**src/rtl/ymf_write_queue_if.sv**
```systemverilog
// Write-side bus between the CoCo decode and the YMF write queue, plus the YMF pins it drives.
// The master drives CPU write strobes and the overflow clear; the slave is the queue itself.
interface ymf_write_queue_if;
    logic       wr_stb;
    logic [1:0] wr_addr;
    logic [7:0] wr_data;
    logic       ovf_clr;
    logic       full;
    logic       empty;
    logic       busy;
    logic       overflow;
    logic [1:0] ymf_addr;
    logic [7:0] ymf_data;
    logic       ymf_oe;
    logic       _ymf_cs;
    logic       _ymf_wr;

    modport master (
        output wr_stb, wr_addr, wr_data, ovf_clr,
        input  full, empty, busy, overflow, ymf_addr, ymf_data, ymf_oe, _ymf_cs, _ymf_wr
    );

    modport slave (
        input  wr_stb, wr_addr, wr_data, ovf_clr,
        output full, empty, busy, overflow, ymf_addr, ymf_data, ymf_oe, _ymf_cs, _ymf_wr
    );
endinterface

```
**src/rtl/ymf_write_queue.sv**
```systemverilog
// Posted-write FIFO for the YMF register window, drained by a sequencer that shapes
// chip-select/write pulses and enforces the chip's recovery time after each write.
module ymf_write_queue #(
    parameter int DEPTH_LOG2 = 2,
    parameter int WR_PULSE   = 3,
    parameter int ADDR_WAIT  = 12,
    parameter int DATA_WAIT  = 84
) (
    input logic               clock_i,
    input logic               _reset_i,
    ymf_write_queue_if.slave  bus
);

    typedef enum logic [2:0] {IDLE, SETUP, PULSE, HOLD, RECOVER} state_t;

    localparam int                  DEPTH      = 1 << DEPTH_LOG2;
    localparam logic [DEPTH_LOG2:0] DEPTH_CNT  = (DEPTH_LOG2 + 1)'(DEPTH);
    localparam logic [7:0]          PULSE_LOAD = 8'(WR_PULSE - 1);
    localparam logic [7:0]          ADDR_LOAD  = 8'(ADDR_WAIT - 1);
    localparam logic [7:0]          DATA_LOAD  = 8'(DATA_WAIT - 1);

    logic [9:0] mem [DEPTH];

    state_t                state_q, state_d;
    logic [7:0]            timer_q, timer_d;
    logic [DEPTH_LOG2-1:0] rdPtr_q, rdPtr_d;
    logic [DEPTH_LOG2-1:0] wrPtr_q, wrPtr_d;
    logic [DEPTH_LOG2:0]   count_q, count_d;
    logic                  overflow_q, overflow_d;
    logic [1:0]            ymfAddr_q, ymfAddr_d;
    logic [7:0]            ymfData_q, ymfData_d;
    logic                  oe_q, oe_d;
    logic                  csN_q, csN_d;
    logic                  wrN_q, wrN_d;
    logic                  push;
    logic                  pop;
    logic                  fifoEmpty;

    assign fifoEmpty = (count_q == '0);

    always_comb begin
        state_d    = state_q;
        timer_d    = timer_q;
        rdPtr_d    = rdPtr_q;
        wrPtr_d    = wrPtr_q;
        count_d    = count_q;
        overflow_d = overflow_q;
        ymfAddr_d  = ymfAddr_q;
        ymfData_d  = ymfData_q;
        pop        = 1'b0;

        // One down-counter serves both the write pulse and the recovery wait.
        case (state_q)
            IDLE: begin
                if (!fifoEmpty) begin
                    pop     = 1'b1;
                    state_d = SETUP;
                end
            end
            SETUP: begin
                state_d = PULSE;
                timer_d = PULSE_LOAD;
            end
            PULSE: begin
                if (timer_q == 8'd0) state_d = HOLD;
                else                 timer_d = timer_q - 8'd1;
            end
            HOLD: begin
                state_d = RECOVER;
                timer_d = ymfAddr_q[0] ? DATA_LOAD : ADDR_LOAD;
            end
            RECOVER: begin
                if (timer_q != 8'd0) begin
                    timer_d = timer_q - 8'd1;
                end else if (!fifoEmpty) begin
                    pop     = 1'b1;
                    state_d = SETUP;
                end else begin
                    state_d = IDLE;
                end
            end
            default: state_d = IDLE;
        endcase

        // A full FIFO still accepts a write when the head leaves in the same cycle.
        push = bus.wr_stb && ((count_q != DEPTH_CNT) || pop);

        if (pop) begin
            ymfAddr_d = mem[rdPtr_q][9:8];
            ymfData_d = mem[rdPtr_q][7:0];
            rdPtr_d   = rdPtr_q + 1'b1;
        end
        if (push) wrPtr_d = wrPtr_q + 1'b1;

        case ({push, pop})
            2'b10:   count_d = count_q + 1'b1;
            2'b01:   count_d = count_q - 1'b1;
            default: count_d = count_q;
        endcase

        if (bus.wr_stb && !push) overflow_d = 1'b1;
        else if (bus.ovf_clr)    overflow_d = 1'b0;

        csN_d = !(state_d inside {SETUP, PULSE, HOLD});
        wrN_d = (state_d != PULSE);
        oe_d  = !csN_d;
    end

    always_ff @(posedge clock_i or negedge _reset_i) begin
        if (!_reset_i) begin
            state_q    <= IDLE;
            timer_q    <= 8'd0;
            rdPtr_q    <= '0;
            wrPtr_q    <= '0;
            count_q    <= '0;
            overflow_q <= 1'b0;
            ymfAddr_q  <= 2'd0;
            ymfData_q  <= 8'h00;
            oe_q       <= 1'b0;
            csN_q      <= 1'b1;
            wrN_q      <= 1'b1;
        end else begin
            state_q    <= state_d;
            timer_q    <= timer_d;
            rdPtr_q    <= rdPtr_d;
            wrPtr_q    <= wrPtr_d;
            count_q    <= count_d;
            overflow_q <= overflow_d;
            ymfAddr_q  <= ymfAddr_d;
            ymfData_q  <= ymfData_d;
            oe_q       <= oe_d;
            csN_q      <= csN_d;
            wrN_q      <= wrN_d;
        end
    end

    // Storage is left unreset; the pointers and count alone define what is valid.
    always_ff @(posedge clock_i) begin
        if (push) mem[wrPtr_q] <= {bus.wr_addr, bus.wr_data};
    end

    assign bus.full     = (count_q == DEPTH_CNT);
    assign bus.empty    = fifoEmpty;
    assign bus.busy     = (state_q != IDLE);
    assign bus.overflow = overflow_q;
    assign bus.ymf_addr = ymfAddr_q;
    assign bus.ymf_data = ymfData_q;
    assign bus.ymf_oe   = oe_q;
    assign bus._ymf_cs  = csN_q;
    assign bus._ymf_wr  = wrN_q;

endmodule

```
**src/flat_wrapper.sv**
```systemverilog
// flat-port wrapper written by rule: the top's interface ports become plain ports
module ymf_write_queue_flat 
#(
    parameter int DEPTH_LOG2 = 2,
    parameter int WR_PULSE   = 3,
    parameter int ADDR_WAIT  = 12,
    parameter int DATA_WAIT  = 84
)
  (clock_i, _reset_i, bus_wr_stb, bus_wr_addr, bus_wr_data, bus_ovf_clr, bus_full, bus_empty, bus_busy, bus_overflow, bus_ymf_addr, bus_ymf_data, bus_ymf_oe, bus__ymf_cs, bus__ymf_wr);
  ymf_write_queue_if bus_i ();
  input logic clock_i;
  input logic _reset_i;
  input wire logic [$bits(bus_i.wr_stb)-1:0] bus_wr_stb;
  input wire logic [$bits(bus_i.wr_addr)-1:0] bus_wr_addr;
  input wire logic [$bits(bus_i.wr_data)-1:0] bus_wr_data;
  input wire logic [$bits(bus_i.ovf_clr)-1:0] bus_ovf_clr;
  output wire logic [$bits(bus_i.full)-1:0] bus_full;
  output wire logic [$bits(bus_i.empty)-1:0] bus_empty;
  output wire logic [$bits(bus_i.busy)-1:0] bus_busy;
  output wire logic [$bits(bus_i.overflow)-1:0] bus_overflow;
  output wire logic [$bits(bus_i.ymf_addr)-1:0] bus_ymf_addr;
  output wire logic [$bits(bus_i.ymf_data)-1:0] bus_ymf_data;
  output wire logic [$bits(bus_i.ymf_oe)-1:0] bus_ymf_oe;
  output wire logic [$bits(bus_i._ymf_cs)-1:0] bus__ymf_cs;
  output wire logic [$bits(bus_i._ymf_wr)-1:0] bus__ymf_wr;
  assign bus_i.wr_stb = bus_wr_stb;
  assign bus_i.wr_addr = bus_wr_addr;
  assign bus_i.wr_data = bus_wr_data;
  assign bus_i.ovf_clr = bus_ovf_clr;
  assign bus_full = bus_i.full;
  assign bus_empty = bus_i.empty;
  assign bus_busy = bus_i.busy;
  assign bus_overflow = bus_i.overflow;
  assign bus_ymf_addr = bus_i.ymf_addr;
  assign bus_ymf_data = bus_i.ymf_data;
  assign bus_ymf_oe = bus_i.ymf_oe;
  assign bus__ymf_cs = bus_i._ymf_cs;
  assign bus__ymf_wr = bus_i._ymf_wr;
  ymf_write_queue #(.DEPTH_LOG2(DEPTH_LOG2), .WR_PULSE(WR_PULSE), .ADDR_WAIT(ADDR_WAIT), .DATA_WAIT(DATA_WAIT)) u_core (.clock_i(clock_i), ._reset_i(_reset_i), .bus(bus_i));
endmodule
```
**config.mk**
```make
export PLATFORM = sky130hd
export DESIGN_NAME = ymf_write_queue_flat
export DESIGN_NICKNAME = d
export VERILOG_FILES = /design/src/rtl/ymf_write_queue_if.sv /design/src/rtl/ymf_write_queue.sv /design/src/flat_wrapper.sv
export SDC_FILE = /design/constraint.sdc
export NUM_CORES = 1
export LEC_CHECK = 0
export ABC_AREA = 1
export CAP_MARGIN = 10
export CORE_UTILIZATION = 56
export CTS_CLUSTER_DIAMETER = 200
export DETAILED_ROUTE_END_ITERATION = 6
export GPL_ROUTABILITY_DRIVEN = 0
export PLACE_DENSITY = 0.81
export SLEW_MARGIN = 20
export SYNTH_ARGS = -nofsm -noshare
export SYNTH_HDL_FRONTEND = slang
export SYNTH_SLANG_ARGS = --single-unit
```
**constraint.sdc**
```tcl
create_clock -name clock_i -period 2.93 [get_ports clock_i]
set_input_delay 0.586 -clock clock_i [delete_from_list [all_inputs] [get_ports clock_i]]
set_output_delay 0.586 -clock clock_i [all_outputs]
set_load 0.05 [all_outputs]
```
Word-level counts from Yosys, hierarchy flattened

Memory sizes are Yosys's and may differ from the RTL's. A register that Yosys moved wholly into a read port is not among the register bits.
Index checks and enable logic that the tools add are counted.

Flip-flop bits (word level): 22
Bits in writable memories: 40
Input port bits: 14
Output and inout port bits: 17
Logic and storage cells: 62
Memories kept: 1

Add/sub/neg operators: 5
Eq/ne operators: 14
Mux-type cells: 17
Reductions and logical operators: 16

Memories:

| name       | words | width | read ports | clocked after memory_dff | write ports | RTL line              | RTL |
|---|---|---|---|---|---|---|---|
| u_core.mem | 4     | 10    | 1          | 1                        | 1           | ymf_write_queue.sv:22 | `logic [9:0] mem [DEPTH];` |

Operators by type and width:

| kind                                              | count |
|---|---|
| one-hot mux 8 bit (4 select lines)                | 1 |
| two-way mux 8 bit                                 | 2 |
| one-hot mux 3 bit (5 select lines)                | 1 |
| == test 3 x 2 -> 1 bit (second input constant)    | 4 |
| two-way mux 3 bit                                 | 3 |
| zero test 8 bit                                   | 1 |
| nonzero test 8 bit                                | 1 |
| subtractor 8 x 1 -> 8 bit (second input constant) | 1 |
| two-way mux 1 bit                                 | 7 |
| two-way mux 7 bit                                 | 1 |
| == test 3 x 1 -> 1 bit (second input constant)    | 2 |
| == test 3 bit (second input constant)             | 2 |
| zero test 3 bit                                   | 2 |
| one-hot mux 3 bit (2 select lines)                | 1 |
| nonzero test 3 bit                                | 2 |
| adder 2 x 1 -> 2 bit (second input constant)      | 2 |
| nonzero test 2 bit                                | 2 |
| nonzero test 4 bit                                | 1 |
| adder 3 x 1 -> 3 bit (second input constant)      | 1 |
| zero test 1 bit                                   | 3 |
| != test 3 x 2 -> 1 bit (second input constant)    | 1 |
| != test 3 bit (second input constant)             | 1 |
| AND reduction 3 bit                               | 1 |
| subtractor 3 x 1 -> 3 bit (second input constant) | 1 |
| 7 further kinds                                   | 8 |

Logic depth before layout (Yosys ltp)

Gate-level depths: netlist of run 1.

Depth in word-level cells: 9
Depth in mapped cells: 11
Gate-level depth less buffers: 11

Worst setup path before layout of run 1

Ideal clock, no wire load.

Kind: register to register
Start point: register u_core.timer_q[0]
End point: memory u_core.mem[0][0], enable pin
Setup time: 0.376 ns
Arrival: 1.707 ns
Data required time: 2.554 ns
Slack: 0.847 ns
Stages on the path, launching flop included: 9
Buffers on the path: 0
Period minus slack after synthesis: 2.083 ns
Cells stage by stage: dfrtp_1 > inv_1 > ha_1 > nand2_1 > o21ai_4 > nand2_4 > nand2_4 > nand2_4 > nor2_1

Word-level cells in the longest chain between the ends: 7

Ends and longest elaborated chain:

| what                                    | RTL line               | RTL |
|---|---|---|
| start: declaration                      | ymf_write_queue.sv:25  | `logic [7:0] timer_q, timer_d;` |
| start signal: assignment                | ymf_write_queue.sv:124 | `timer_q <= timer_d;` |
| nonzero test 8 bit                      | ymf_write_queue.sv:73  | `if (timer_q != 8'd0) begin` |
| two-way mux 1 bit                       | ymf_write_queue.sv:73  |  |
| one-hot mux 1 bit (2 select lines)      | ymf_write_queue.sv:53  | `case (state_q)` |
| logical OR 1 bit                        | ymf_write_queue.sv:86  | `push = bus.wr_stb && ((count_q != DEPTH_CNT) \|\| pop);` |
| logical AND 1 bit                       | ymf_write_queue.sv:86  |  |
| two-way mux 1 bit                       | ymf_write_queue.sv:139 | `if (push) mem[wrPtr_q] <= {bus.wr_addr, bus.wr_data};` |
| two-way mux 1 bit (not written as such) | ymf_write_queue.sv:139 |  |
| end: declaration                        | ymf_write_queue.sv:22  |  |

Every way passes these cells.

Worst setup path in the final report of run 1

Start point: register u_core.count_q[0]
End point: output port bus_full

Word-level cells in the longest chain between the ends: 1

Ends and longest elaborated chain:

| what                     | RTL line               | RTL |
|---|---|---|
| start: declaration       | ymf_write_queue.sv:28  | `logic [DEPTH_LOG2:0] count_q, count_d;` |
| start signal: assignment | ymf_write_queue.sv:127 | `count_q <= count_d;` |
| == test 3 bit            | ymf_write_queue.sv:142 | `assign bus.full = (count_q == DEPTH_CNT);` |
| end: declaration         | flat_wrapper.sv:17     | `output wire logic [$bits(bus_i.full)-1:0] bus_full;` |

Every way passes these cells.

==> results of run 1 <==
-- state kept, by name (all words and copies together), names as in the netlist --
name                 count
u_core.mem              40
u_core.bus.ymf_data      8
u_core.timer_q           8
u_core.count_q           3
u_core.state_q           3
u_core.bus.ymf_addr      2
u_core.rdPtr_q           2
u_core.wrPtr_q           2
u_core.bus._ymf_cs       1
u_core.bus._ymf_wr       1
u_core.bus.overflow      1
u_core.bus.ymf_oe        1
-- final cells by class --
class	count	area [µm²]	area share
clock buffer	10	137.6	0.03714
multi-input combinational	176	975.9	0.2633
sequential	72	2004	0.5409
clock inverter	6	35.03	0.009453
timing repair buffer	36	345.3	0.09318
inverter	32	120.1	0.03241
tap	70	87.58	0.02363
-- where the power goes --
| group | internal [mW] | leakage [nW] | switching [mW] |
|---|---|---|---|
| registers | 1.43 | 0.745 | 0.280 |
| logic | 0.714 | 0.673 | 1.41 |
| clock network | 0.324 | 0.0895 | 0.366 |
-- logic make-up after synthesis --
family	count (synthesis)	share of synthesized area
buffers and inverters	42	0.05626
xor gates and xnor gates	6	0.01664
AOI/OAI and AO/OA	49	0.09707
adders and majority gates	6	0.02615
and+or+nand+nor	115	0.1692
DFF	72	0.6347
-- routing by layer --
layer / share of wire / wire length, µm / global-route usage / up-vias
met3: 0.057 / 335 / 0.07619 / 14
met4: 0.023 / 136 / 0.1094 / 0
met2: 0.50 / 2970 / 0.3786 / 70
li1: - / - / - / 1048
met1: 0.42 / 2474 / 0.2486 / 1040
met5: 0 / 0 / 0 / -
-- critical path, stage by stage (launching register included) --
cell	delay [ps]
dfrtp_1	450
nor2_1	110
nand2_1	110
inv_1	140
clkdlybuf4s50_1	810
-- stage by stage --
stage / worst slack, ps / instance area (µm²) / hold WS, ps
6_report: 386.2 / 3706 / 512.1
3_5_place_dp: 679.4 / 3533 / 498.1
4_1_cts: 378.1 / 3706 / 515.5
2_1_floorplan: 846.8 / 3158 / 290.4
3_3_place_gp: 760.6 / 3533 / 496.6
5_1_grt: 309.9 / 3706 / 549.5
-- worst max-delay path by stage --
stage / to / slack (ps) / cells after the start
6_report: bus_full / 390 / 4
5_1_grt: bus_full / 310 / 4
4_1_cts: bus_full / 380 / 4
3_5_place_dp: u_core.count_q[2] / 680 / 9
3_3_place_gp: u_core.count_q[2] / 760 / 9
2_1_floorplan: u_core.mem[0][0] / 850 / 8
-- cell usage in the layout (no fill, tap or decap), types with 10 or more instances in the layout --
master           instances
a21oi_1                 13
o21ai_0                 15
nor2_1                  65
clkbuf_8                10
inv_1                   32
clkdlybuf4s50_1         30
o32ai_1                 10
edfxtp_1                40
nand2_1                 20
dfrtp_1                 30
==> impl_metrics.ini, run 1 <==
[status]
outcome = completed

[timing]
drv_slew = 0
max_slew_margin = 0.5364
finalCritPeriodShare = 0.8682
finClkSkew_ps = 5.517
fmaxAchievable_mhz = 393.1
worst_slew_pin_slew_ps = 695.4
fin_tns_setup_ps = 0
rsz0062_at_grt = no
period_minus_slack_ps = 2544
setup_viol = 0
finalHoldViolations = 0

[synth]
syn_avg_cell_area_um2 = 10.89
yosysTopAreaCellShare = 0.3803
yosysUniqueCellTypes = 32
synth-async-reset-ratio = 0.4444
synth.most_common_cell = nor2_1
yosys_warnings = 0
synth_area_leaders = edfxtp_1, dfrtp_1, nor2_1, inv_1, o32ai_1
synthTopCellsByCount = nor2_1, edfxtp_1, inv_1
synth_edf_count = 40
synth_top_cell_by_area = edfxtp_1
ys_ff_latch = 72
syn_area_mm2 = 0.003158
ys_seq_area_frac = 0.6347
ys.flop_type = edfxtp_1
syn_inst = 290
synth_nets = 310

[global_routing]
grt_max_degree = 33
antenna_found_initial = 0
grt.overflow.total = 0
grt_pass1_vias = 2169
grt_usage = 0.2225
grt_pass1_wl_mm = 9.784

[layout]
drive_gt1_frac = 0.1295
fillCellCount = 392
num_antenna_cells = 0
fin_util = 0.7032
layout.nets = 347
synthToLayoutAreaGrowth_pct = 17.35
stdcell_count = 402

[drt]
first_pass_iters = 6
viasPerCell = 5.403
ant_nets = 0
vias = 2172
wl_per_cell_um = 14.72
drtIter0Drc = 89
drc_errors = 0
totalWireLength_mm = 5.917

[clock_tree]
cts_buffers = 9
clockBufferDepth = 2
post_cts_resized = 0
clock-sinks = 72
root_buffer = clkbuf_8
clk_latency_ps = 340
clk_pin_slew_ps = 70
cts_tree = done
h-tree-depth = 3
cts_hold_buf = 0
postCtsSetupRepairBufs = 0

[die]
die_w_um = 77.10
start_util = 0.5992
io_pins = 31
design.die.area_mm2 = 0.005944
core_area_mm2 = 0.005270
num_rows = 26
dieHeight_um = 77.10

[worst_setup_path]
r2r_slack_ps = 690
start_kind = register
critical_path_class = reg2out
r2r-end = u_core.mem[2][1]
critical_path_required_ps = 2340
r2r_cells = 9
cp-startpoint = u_core.count_q[0]
cp.arrival_ps = 1960
reg2reg_from = u_core.timer_q[0]
path_max_fanout = 4
endpoint_kind = primary output

[placed_design]
place_hpwl_mm = 3.811
dp.cells = 386
io_buffers = 30

[flow_run]
cap_violations = 0

[pwr]
peakVddDrop_v = 0.0007686
power_density_mw_per_mm2 = 1219
total_power_mw = 4.519
leakagePower_nw = 1.506

[worst_hold_path]
min_to = u_core.bus.ymf_data[5]
min_path_type = reg2reg
min_from = u_core.bus.ymf_data[5]
whs_path_depth = 2
Power figures use the tool's default switching activity.
==> inputs of run 2 (changes only) <==
Settings changed: SETUP_SLACK_MARGIN set to 0.1.
==> results of run 2 <==
Same layout as run 1: the final DEF is identical, and so are final timing and power.
==> inputs of run 3 (changes only) <==
Settings changed: CORE_UTILIZATION 56 to 55, PLACE_DENSITY 0.81 to 0.8.
Clock period 2.93 ns to 2.5 ns, I/O delays scaled along.
==> impl_metrics.ini, run 3 (same netlist as run 1, synthesis figures left out) <==
[status]
outcome = completed

[worst_setup_path]
critical_path_class = reg2out
path_max_fanout = 4
endpoint_kind = primary output
start_kind = register
cp.arrival_ps = 1740
critical_path_required_ps = 2000

[layout]
synthToLayoutAreaGrowth_pct = 20.60
fillCellCount = 426
stdcell_count = 407
layout_common_cells = nor2_1, edfxtp_1, inv_1
largest_reg_flops = 40
layout.nets = 350
layout_commonest_cell = nor2_1
fin_area_mm2 = 0.003809
top_register = u_core.mem
num_antenna_cells = 0
drive_gt1_frac = 0.1403

[worst_hold_path]
min_path_type = reg2reg

[global_routing]
grt_pass1_wl_mm = 10.32
grt_max_degree = 33
grt.overflow.total = 0
antenna_found_initial = 0
grt_usage = 0.2280
grt_pass1_vias = 2184

[drt]
wl_met1_mm = 2.565
met2_length_mm = 3.044
viasPerCell = 5.285
totalWireLength_mm = 6.021
ant_nets = 0
drtIter0Drc = 93
top_layer_used = met4
first_pass_iters = 4
vias = 2151
drc_errors = 0
wl_met3_um = 338
wl_per_cell_um = 14.79

[timing]
setup_viol = 0
finalHoldViolations = 0
fmaxAchievable_mhz = 446.9
finalCritPeriodShare = 0.8951
max_slew_margin = 0.5616
fin_tns_setup_ps = 0
finClkSkew_ps = 11.81
period_minus_slack_ps = 2238
worst_slew_pin_slew_ps = 656.9
rsz0062_at_grt = no
drv_slew = 0

[clock_tree]
cts_tree = done
postCtsSetupRepairBufs = 0
cts_buffers = 9
h-tree-depth = 3
clk_latency_ps = 340
clk_pin_slew_ps = 90
clock-sinks = 72
root_buffer = clkbuf_8
cts_hold_buf = 0
clockBufferDepth = 2

[pwr]
leakagePower_nw = 1.576
total_power_mw = 5.668
peakVddDrop_v = 0.0008421
power_density_mw_per_mm2 = 1488

[die]
num_rows = 27
dieHeight_um = 77.78
io_pins = 31
core_area_mm2 = 0.005507
die_w_um = 77.78
start_util = 0.5735
design.die.area_mm2 = 0.006049

[placed_design]
dp.cells = 391
place_area_mm2 = 0.003558
io_buffers = 30
place_hpwl_mm = 3.928

[flow_run]
cap_violations = 0
## run 3: cell types whose count changed in the layout (fill, tap and decap cells not counted), sizes merged
| cell | delta |
|---|---|
| bufinv | +3 |
| dlygate4sd2 | +1 |
| clkbuf | -1 |
| clkinvlp | -1 |
| inv | +3 |
| clkdlybuf4s50 | -2 |
| clkinv | -4 |
| dlymetal6s2s | +1 |
| buf | +3 |
## run 3: layer usage
| layer | track usage | up-vias |
|---|---|---|
| li1 | - | 1053 |
| met1 | 0.3018 | 1017 |
| met2 | 0.3779 | 70 |
| met3 | 0.03412 | 11 |
| met4 | 0.09245 | 0 |
| met5 | 0 | - |
## run 3: where the power goes
group | leakage [nW] | switching [mW] | internal (mW)
registers | 0.745 | 0.275 | 1.67
logic | 0.706 | 1.71 | 0.870
clock network | 0.125 | 0.465 | 0.675
## run 3: final cells by class
cell class,instances,area (µm²),share of cell area
Clock buffer,9,123.9,0.03252
Clock inverter,7,125.1,0.03285
Inverter,32,120.1,0.03154
Multi-Input combinational cell,176,975.9,0.2562
Sequential cell,72,2004,0.5263
Tap cell,72,90.09,0.02365
Timing Repair Buffer,39,369.1,0.09691
## run 3: critical path, cell delays in order, from the launching register on
cell and delay, ps:
dfrtp_1 440, inv_1 90, nand2_1 80, clkdlybuf4s50_1 790
## run 3: path summary, 6_finish.rpt
check / start / end / slack [ps] / cells after the start
max in group asynchronous: _reset_i / u_core.bus._ymf_wr / 1590 / 2
worst min-delay path: u_core.bus.ymf_data[4] / u_core.bus.ymf_data[4] / 520 / 2
worst max register to register: u_core.timer_q[0] / u_core.count_q[2] / 410 / 11
worst min register to register: u_core.bus.ymf_data[4] / u_core.bus.ymf_data[4] / 520 / 2
min in group asynchronous: _reset_i / u_core.bus.ymf_data[1] / 570 / 2
worst max-delay path: u_core.state_q[2] / bus_busy / 260 / 3
## run 3: timing repair
| action | in CTS | in global routing |
|---|---|---|
| setup endpoints to repair | 1 | 1 |
| resized for setup | 1 | 1 |
| cloned | 0 | 0 |
## run 3: per-stage QoR
step | setup slack (ps) | util | hold WS [ps]
finish | 262.2 | 0.6917 | 523.8
global route | 169.1 | 0.6917 | 561.6
CTS | 116.7 | 0.6912 | 532.0
detailed placement | 360.0 | 0.6462 | 512.4
global placement | 425.1 | 0.6462 | 495.7
floorplan | 416.8 | - | 204.4
